===== config.mk =====
export PLATFORM = sky130hd
export DESIGN_NAME = spi_xfer_ctrl
export DESIGN_NICKNAME = d
export VERILOG_FILES = /design/src/rtl/spi_xfer_ctrl.sv
export SDC_FILE = /design/constraint.sdc
export NUM_CORES = 1
export LEC_CHECK = 0
export CORE_ASPECT_RATIO = 0.6
export CORE_MARGIN = 4
export CORE_UTILIZATION = 45
export DETAILED_ROUTE_END_ITERATION = 12
export PLACE_DENSITY = 0.77
export REMOVE_ABC_BUFFERS = 1
export SLEW_MARGIN = 40
export SYNTH_ARGS = -nofsm -noshare
export SYNTH_HDL_FRONTEND = slang
export SYNTH_SLANG_ARGS = --single-unit

===== constraint.sdc =====
create_clock -name clk_i -period 3.2 [get_ports clk_i]
set_input_delay 0.48 -clock clk_i [delete_from_list [all_inputs] [get_ports clk_i]]
set_output_delay 0.48 -clock clk_i [all_outputs]
set_load 0.005 [all_outputs]

===== src/rtl/spi_xfer_ctrl.sv =====
// Purpose: sequences 1..256-byte SPI transactions around a single-byte SPI master engine.
// Latency: ss asserts 1 cycle after accept, first start SETUP_CYC cycles later, RX byte valid 1 cycle after done tick.
// Backpressure: a pending RX byte blocks the next byte start; TX starvation parks in LOAD with ss held low.
module spi_xfer_ctrl #(
    parameter int NUM_SS    = 4,
    parameter int SETUP_CYC = 2,
    parameter int HOLD_CYC  = 2,
    parameter int GAP_CYC   = 4,
    localparam int SS_W     = (NUM_SS > 1) ? $clog2(NUM_SS) : 1
) (
    input  logic              clk_i,
    input  logic              rst_ni,
    input  logic              cmd_valid_i,
    output logic              cmd_ready_o,
    input  logic [7:0]        cmd_len_i,
    input  logic [SS_W-1:0]   cmd_ss_i,
    input  logic              cmd_cpol_i,
    input  logic              cmd_cpha_i,
    input  logic [15:0]       cmd_dvsr_i,
    input  logic              abort_i,
    input  logic              tx_valid_i,
    output logic              tx_ready_o,
    input  logic [7:0]        tx_data_i,
    output logic              rx_valid_o,
    input  logic              rx_ready_i,
    output logic [7:0]        rx_data_o,
    output logic              busy_o,
    output logic              xfer_done_o,
    output logic              aborted_o,
    output logic [NUM_SS-1:0] ss_n_o,
    output logic              spi_start_o,
    output logic [7:0]        spi_din_o,
    output logic [15:0]       spi_dvsr_o,
    output logic              spi_cpol_o,
    output logic              spi_cpha_o,
    input  logic              spi_ready_i,
    input  logic              spi_done_tick_i,
    input  logic [7:0]        spi_dout_i
);

    typedef enum logic [2:0] {
        S_IDLE,
        S_SETUP,
        S_LOAD,
        S_XFER,
        S_RXWAIT,
        S_HOLD,
        S_GAP
    } state_t;

    localparam int CNT_W = 16;
    localparam logic [CNT_W-1:0] SETUP_LD = CNT_W'(SETUP_CYC - 1);
    localparam logic [CNT_W-1:0] HOLD_LD  = CNT_W'(HOLD_CYC - 1);
    localparam logic [CNT_W-1:0] GAP_LD   = CNT_W'(GAP_CYC - 1);

    state_t            r_state;
    logic [CNT_W-1:0]  r_cnt;
    logic [7:0]        r_remain;
    logic              r_abort;
    logic              r_cpol;
    logic              r_cpha;
    logic [15:0]       r_dvsr;
    logic [NUM_SS-1:0] r_ss_n;
    logic [7:0]        r_din;
    logic [7:0]        r_rx_data;
    logic              r_rx_vld;
    logic              r_done;

    state_t            w_next;
    logic [CNT_W-1:0]  w_cnt_nxt;
    logic              w_start;
    logic              w_accept;
    logic              w_rx_free;
    logic              w_byte_done;
    logic              w_dec_remain;
    logic              w_ss_off;
    logic              w_done_set;
    logic              w_abort_win;
    logic [NUM_SS-1:0] w_ss_dec;

    // Next-state, delay counter and strobes; abort wins over a same-cycle start.
    always_comb begin
        w_next       = r_state;
        w_cnt_nxt    = r_cnt;
        w_start      = 1'b0;
        w_accept     = 1'b0;
        w_dec_remain = 1'b0;
        w_ss_off     = 1'b0;
        w_done_set   = 1'b0;
        w_abort_win  = 1'b0;
        w_rx_free    = !r_rx_vld || rx_ready_i;
        w_byte_done  = (r_state == S_XFER) && spi_done_tick_i;
        case (r_state)
            S_IDLE: begin
                if (cmd_valid_i) begin
                    w_accept  = 1'b1;
                    w_next    = S_SETUP;
                    w_cnt_nxt = SETUP_LD;
                end
            end
            S_SETUP: begin
                w_abort_win = 1'b1;
                if (abort_i) begin
                    w_next    = S_HOLD;
                    w_cnt_nxt = HOLD_LD;
                end else if (r_cnt == '0) begin
                    w_next = S_LOAD;
                end else begin
                    w_cnt_nxt = r_cnt - 1'b1;
                end
            end
            S_LOAD: begin
                w_abort_win = 1'b1;
                if (abort_i) begin
                    w_next    = S_HOLD;
                    w_cnt_nxt = HOLD_LD;
                end else if (tx_valid_i && spi_ready_i && w_rx_free) begin
                    w_start = 1'b1;
                    w_next  = S_XFER;
                end
            end
            S_XFER: begin
                w_abort_win = 1'b1;
                if (spi_done_tick_i) begin
                    if (r_remain == 8'd0 || r_abort || abort_i) begin
                        w_next    = S_HOLD;
                        w_cnt_nxt = HOLD_LD;
                    end else begin
                        w_dec_remain = 1'b1;
                        w_next       = S_RXWAIT;
                    end
                end
            end
            S_RXWAIT: begin
                w_abort_win = 1'b1;
                if (abort_i) begin
                    w_next    = S_HOLD;
                    w_cnt_nxt = HOLD_LD;
                end else if (w_rx_free) begin
                    w_next = S_LOAD;
                end
            end
            S_HOLD: begin
                if (r_cnt == '0) begin
                    w_ss_off  = 1'b1;
                    w_next    = S_GAP;
                    w_cnt_nxt = GAP_LD;
                end else begin
                    w_cnt_nxt = r_cnt - 1'b1;
                end
            end
            S_GAP: begin
                if (r_cnt == '0) begin
                    w_done_set = 1'b1;
                    w_next     = S_IDLE;
                end else begin
                    w_cnt_nxt = r_cnt - 1'b1;
                end
            end
            default: begin
                w_next = S_IDLE;
            end
        endcase
    end

    // Slave-select decode; an out-of-range index selects nothing.
    always_comb begin
        w_ss_dec = '1;
        for (int i = 0; i < NUM_SS; i++) begin
            if (int'(cmd_ss_i) == i) begin
                w_ss_dec[i] = 1'b0;
            end
        end
    end

    // State register and shared setup/hold/gap delay counter.
    always_ff @(posedge clk_i or negedge rst_ni) begin
        if (!rst_ni) begin
            r_state <= S_IDLE;
            r_cnt   <= '0;
        end else begin
            r_state <= w_next;
            r_cnt   <= w_cnt_nxt;
        end
    end

    // Per-transaction mode, byte count and abort flag, held until the next accept.
    always_ff @(posedge clk_i or negedge rst_ni) begin
        if (!rst_ni) begin
            r_remain <= '0;
            r_cpol   <= 1'b0;
            r_cpha   <= 1'b0;
            r_dvsr   <= '0;
            r_abort  <= 1'b0;
        end else if (w_accept) begin
            r_remain <= cmd_len_i;
            r_cpol   <= cmd_cpol_i;
            r_cpha   <= cmd_cpha_i;
            r_dvsr   <= cmd_dvsr_i;
            r_abort  <= 1'b0;
        end else begin
            if (w_dec_remain) begin
                r_remain <= r_remain - 8'd1;
            end
            if (w_abort_win && abort_i) begin
                r_abort <= 1'b1;
            end
        end
    end

    // Chip selects: drive the decoded line on accept, release all when hold expires.
    always_ff @(posedge clk_i or negedge rst_ni) begin
        if (!rst_ni) begin
            r_ss_n <= '1;
        end else if (w_accept) begin
            r_ss_n <= w_ss_dec;
        end else if (w_ss_off) begin
            r_ss_n <= '1;
        end
    end

    // Keep a copy of the TX byte handed to the engine.
    always_ff @(posedge clk_i or negedge rst_ni) begin
        if (!rst_ni) begin
            r_din <= '0;
        end else if (w_start) begin
            r_din <= tx_data_i;
        end
    end

    // Single-entry RX holding register; a new byte can only land after the slot was freed.
    always_ff @(posedge clk_i or negedge rst_ni) begin
        if (!rst_ni) begin
            r_rx_data <= '0;
            r_rx_vld  <= 1'b0;
        end else if (w_byte_done) begin
            r_rx_data <= spi_dout_i;
            r_rx_vld  <= 1'b1;
        end else if (rx_ready_i) begin
            r_rx_vld <= 1'b0;
        end
    end

    // Completion pulse on the first IDLE cycle.
    always_ff @(posedge clk_i or negedge rst_ni) begin
        if (!rst_ni) begin
            r_done <= 1'b0;
        end else begin
            r_done <= w_done_set;
        end
    end

    assign cmd_ready_o = (r_state == S_IDLE);
    assign busy_o      = (r_state != S_IDLE);
    assign tx_ready_o  = w_start;
    assign spi_start_o = w_start;
    assign spi_din_o   = w_start ? tx_data_i : r_din;
    assign spi_dvsr_o  = r_dvsr;
    assign spi_cpol_o  = r_cpol;
    assign spi_cpha_o  = r_cpha;
    assign ss_n_o      = r_ss_n;
    assign rx_valid_o  = r_rx_vld;
    assign rx_data_o   = r_rx_data;
    assign xfer_done_o = r_done;
    assign aborted_o   = r_done && r_abort;

endmodule


### Yosys cells after proc, flatten, opt, wreduce, memory -nomap -nowiden

Cells that the tools add are included.

| word-level totals | value |
|---|---|
| register bits | 68 |
| bits of input ports | 52 |
| word-level logic and storage cells | 100 |

| cells by class | value |
|---|---|
| add/sub/neg operators | 2 |
| equal/unequal tests | 18 |
| muxes and demuxes | 45 |
| reduce and logical (&&, ||, !) cells | 23 |

Operators with widths:

| kind | count |
|---|---|
| $mux 16 | 7 |
| $pmux 16 s6 | 1 |
| $mux 3 | 10 |
| $mux 8 | 3 |
| $mux 1 | 21 |
| $pmux 3 s7 | 1 |
| $logic_not 16->1 | 1 |
| $sub 16x1->16 const B | 1 |
| $eq 3x3->1 const B | 3 |
| $ne 3x3->1 const B | 3 |
| $logic_not 8->1 | 1 |
| $mux 4 | 2 |
| $ne 2x2->1 const B | 4 |
| $reduce_bool 2->1 | 4 |
| $sub 8x1->8 const B | 1 |
| $reduce_and 7->1 | 1 |
| $eq 3x2->1 const B | 2 |
| $reduce_bool 6->1 | 1 |
| $logic_and 1x1->1 | 5 |
| $reduce_and 5->1 | 1 |
| $eq 2x2->1 const B | 2 |
| $ne 2x1->1 const B | 2 |
| $reduce_or 4->1 | 1 |
| $eq 3x1->1 const B | 1 |
| 7 further kinds | 9 |

### Longest topological paths before layout

| depth | value |
|---|---|
| depth after elaboration | 8 |
| mapped depth | 10 |

### Worst setup path after synthesis

No wires, ideal clock.

| timing | value |
|---|---|
| path type | input to output |
| from | input port abort_i |
| to | output port spi_din_o[0] |
| arrival time | 1787 ps |
| data required time | 2720 ps |
| path slack | 933 ps |
| stages on the path | 5 |
| path buffers | 2 |
| cells stage by stage | buf_6 > or2_1 > clkbuf_2 > nor3_2 > mux2_2 |

| on the way | value |
|---|---|
| cells in the longest elaborated chain, start to end | 3 |

RTL lines:

| what | line | text |
|---|---|---|
| start: declaration | 20 | `input logic abort_i,` |
| $mux 1 | 114 | `if (abort_i) begin` |
| $mux 1 | 93 | `case (r_state)` |
| named net spi_start_o | 31 | `output logic spi_start_o,` |
| $mux 8 | n/a |  |
| end: declaration | 32 | `output logic [7:0] spi_din_o,` |

The timed path passes the listed nets, and every way through them passes these cells.

### Worst setup path after layout

| timing | value |
|---|---|
| from | input port rx_ready_i |
| to | output port spi_din_o[3] |

| on the way | value |
|---|---|
| cells in the longest elaborated chain, start to end | 6 |

RTL lines:

| what | line | text |
|---|---|---|
| start: declaration | 25 | `input logic rx_ready_i,` |
| $logic_or 1x1->1 | 91 | `w_rx_free = !r_rx_vld \|\| rx_ready_i;` |
| $logic_and 1x1->1 | 117 | `end else if (tx_valid_i && spi_ready_i && w_rx_free) begin` |
| $mux 1 | 117 |  |
| $mux 1 | 114 |  |
| $mux 1 | 93 |  |
| $mux 8 | n/a |  |

No other way between the ends.

==> reports/metrics.yaml <==
status: "finished, final reports clean"
setup_violations: 0
min_period_over_period_pct: 90.9
cts_resized: 0
fmax_ghz: 0.344
leakagePower_nw: 2.10
syn-cell-area_um2: 3470
slowest_stage: "clkdlybuf4s50_1"
vias_per_cell: 5.33
path_clk_slew_ns: 0.05
async_reset_ff_share_pct: 100
drc: 0
ys_warn_count: 0
cts_buffer_depth: 2
placed_area_um2: 4530
required_ns: 2.72
io_pins: 97
post-place-ws_ns: 0.278
p_per_area_nw_per_um2: 938
ir_worst_vdd_mv: 0.520
start_util_pct: 47.0
num_antenna_cells: 0
tightest_slew_ns: 0.632
drive_above_1_share_pct: 14.3
die_area_um2: 9230
syn_avg_cell_area_um2: 9.73
end_kind: "output port"
die_h_um: 76.1
crit_path_max_incr_delay_ns: 0.45
die_w_um: 121
cts_sinks: 68
wl_mm: 8.96
drt-initial-drc-count: 223
cts_max_level: 3
arrival_ns: 2.43
rsz0062_at_grt: "false"
relSlewSlack_pct: 57.9
final_common_cell: "clkdlybuf4s50_1"
multi_input_area_um2: 1610
synth_area_leaders: "dfrtp_1 (46%), nand2_1 (8.0%), mux2_2 (5.5%)"
coreArea_um2: 7390
antenna_found_initial: 0
finalHoldViolations: 0
gp_congestion: 0.835
vias: 3014
drv_slew: 0
num_rows: 24
cts_tree: "built"
critPathLaunchType: "input port"
cts.hold.buffers_added: 0
yosysTopAreaCellShare_pct: 46.1
fin_area_um2: 4810
wl_per_cell_um: 15.8
grt_pass1_wl_mm: 15.1
hp-class: "in -> async"
layout_common_cells: "clkdlybuf4s50_1 (95), nand2_1 (74), dfrtp_1 (64), a21oi_1 (20), mux2_2 (17)"
synth-main-ff-cell: "dfrtp_1"
crit_type: "in -> out"
ys_seq_area_share_pct: 49.1
period_needed_ns: 2.91
ant_nets: 0
portBuffers: 96
grt_max_degree: 30
yosysTopAreaCell: "dfrtp_1"
areaGrowthSynthToFinish_pct: 38.4
synth.ff_latch_count: 68
skew_ns: 0.00781
clock_latency_ns: 0.33
path_common_cell: "clkdlybuf4s50_1"
drtPass1Iterations: 4
cts_setup_buffers: 0
synth-edff-count: 0
cts-root-buf: "clkbuf_16"
fill_cells: 624
nets: 512
gr-usage-all-layers_pct: 20.5
synth_cell_types: 64
layout_setup_ws_ns: 0.292
gr-total-overflow: 0
setup_tns_ns: 0
post-dp-hpwl_mm: 6.54
syn_inst: 357
seqCellArea_um2: 1710
cts_buffers: 9
cp_cell_sequence: "clkdlybuf4s50_1 > nand2b_1 > nand3_1 > nor3_2 > buf_4 > mux2_2 > clkdlybuf4s50_1"
grt_pass1_vias: 3049
path_max_fanout: 10
maxCapViolCount: 0
where the power goes:
part           total (mW)  internal, mW  switching (mW)  leakage [nW]
combinational        2.12          1.09            1.03          1.11
clock               0.886         0.543           0.342         0.131
sequential           1.51          1.24           0.263         0.855
final timing paths:
| check | to | startpoint | slack, ns | cells past startpoint |
|---|---|---|---|---|
| min | r_cnt[13] | rst_ni | 0.17 | 1 |
| max in group asynchronous | r_remain[1] | rst_ni | 2.25 | 2 |
| min reg2reg | spi_dvsr_o[14] | spi_dvsr_o[14] | 0.47 | 2 |
| max | spi_din_o[3] | rx_ready_i | 0.29 | 7 |
| max reg2reg | r_cnt[0] | r_cnt[0] | 0.69 | 8 |
| min in group clk_i | spi_dvsr_o[14] | spi_dvsr_o[14] | 0.47 | 2 |
stage by stage:
| stage | hold WS (ns) | instances | power (mW) | utilization [%] |
|---|---|---|---|---|
| finish | 0.171 | 566 | 4.51 | 65.1 |
| global route | 0.220 | 566 | 4.87 | 65.1 |
| CTS | 0.179 | 565 | 4.53 | 64.9 |
| detailed placement | 0.462 | 549 | 3.61 | 61.3 |
| global placement | 0.457 | 549 | 3.54 | 61.3 |
| floorplan | 0.184 | 337 | 2.64 | - |
synth_stat cells (3+ instances only):
cell / instances
nand2_1: 74
nand3b_1: 5
and2_1: 3
nand3_1: 7
nand2b_1: 4
or4_1: 3
a31oi_1: 8
a31o_2: 3
nor4_1: 4
dfrtp_1: 64
a21o_1: 6
dfstp_2: 4
nor3_1: 8
or3_1: 3
o21ai_0: 15
o21ai_1: 5
mux2i_1: 3
xnor2_1: 3
a21oi_1: 20
and3_1: 3
ha_1: 3
nor2_1: 16
clkbuf_1: 12
inv_1: 10
mux2_2: 17
buf_6: 5
worst max-delay path, delay by kind of cell:
family,cells,cell delay [ns]
multiplexers,1,0.37
buffers and inverters,3,1.09
AND/OR/NAND/NOR,3,0.49
cell families after synthesis:
| logic type | after synthesis | share of synthesized area, % |
|---|---|---|
| simple gates | 151 | 22.2 |
| compound gates | 80 | 15.5 |
| flops | 68 | 49.1 |
| buf+inv | 30 | 4.50 |
| mux | 20 | 6.38 |
| xor+xnor | 5 | 1.26 |
| fa+ha+maj | 3 | 1.08 |
registers in the layout, indices dropped and copies added (netlist names), 3 cells and up:
signal	flops
r_din	8
rx_data_o	8
r_remain	8
spi_dvsr_o	16
r_state	3
ss_n_o	4
r_cnt	16
per-layer routing:
layer	wire length, µm	track usage (%)
met5	0	0
met4	119	7.05
met3	964	10.9
met2	3880	29.6
met1	4000	26.2
final cells by class:
cell class / count / share of cell area, %
clock inverters: 2 / 0.208
inverters: 10 / 0.781
multi-input cells: 259 / 33.5
flip-flops and latches: 68 / 35.5
repair buffers: 109 / 22.0
clock buffers: 14 / 5.29
well taps: 104 / 2.71
No activity file was read; power rests on OpenSTA's default activity.
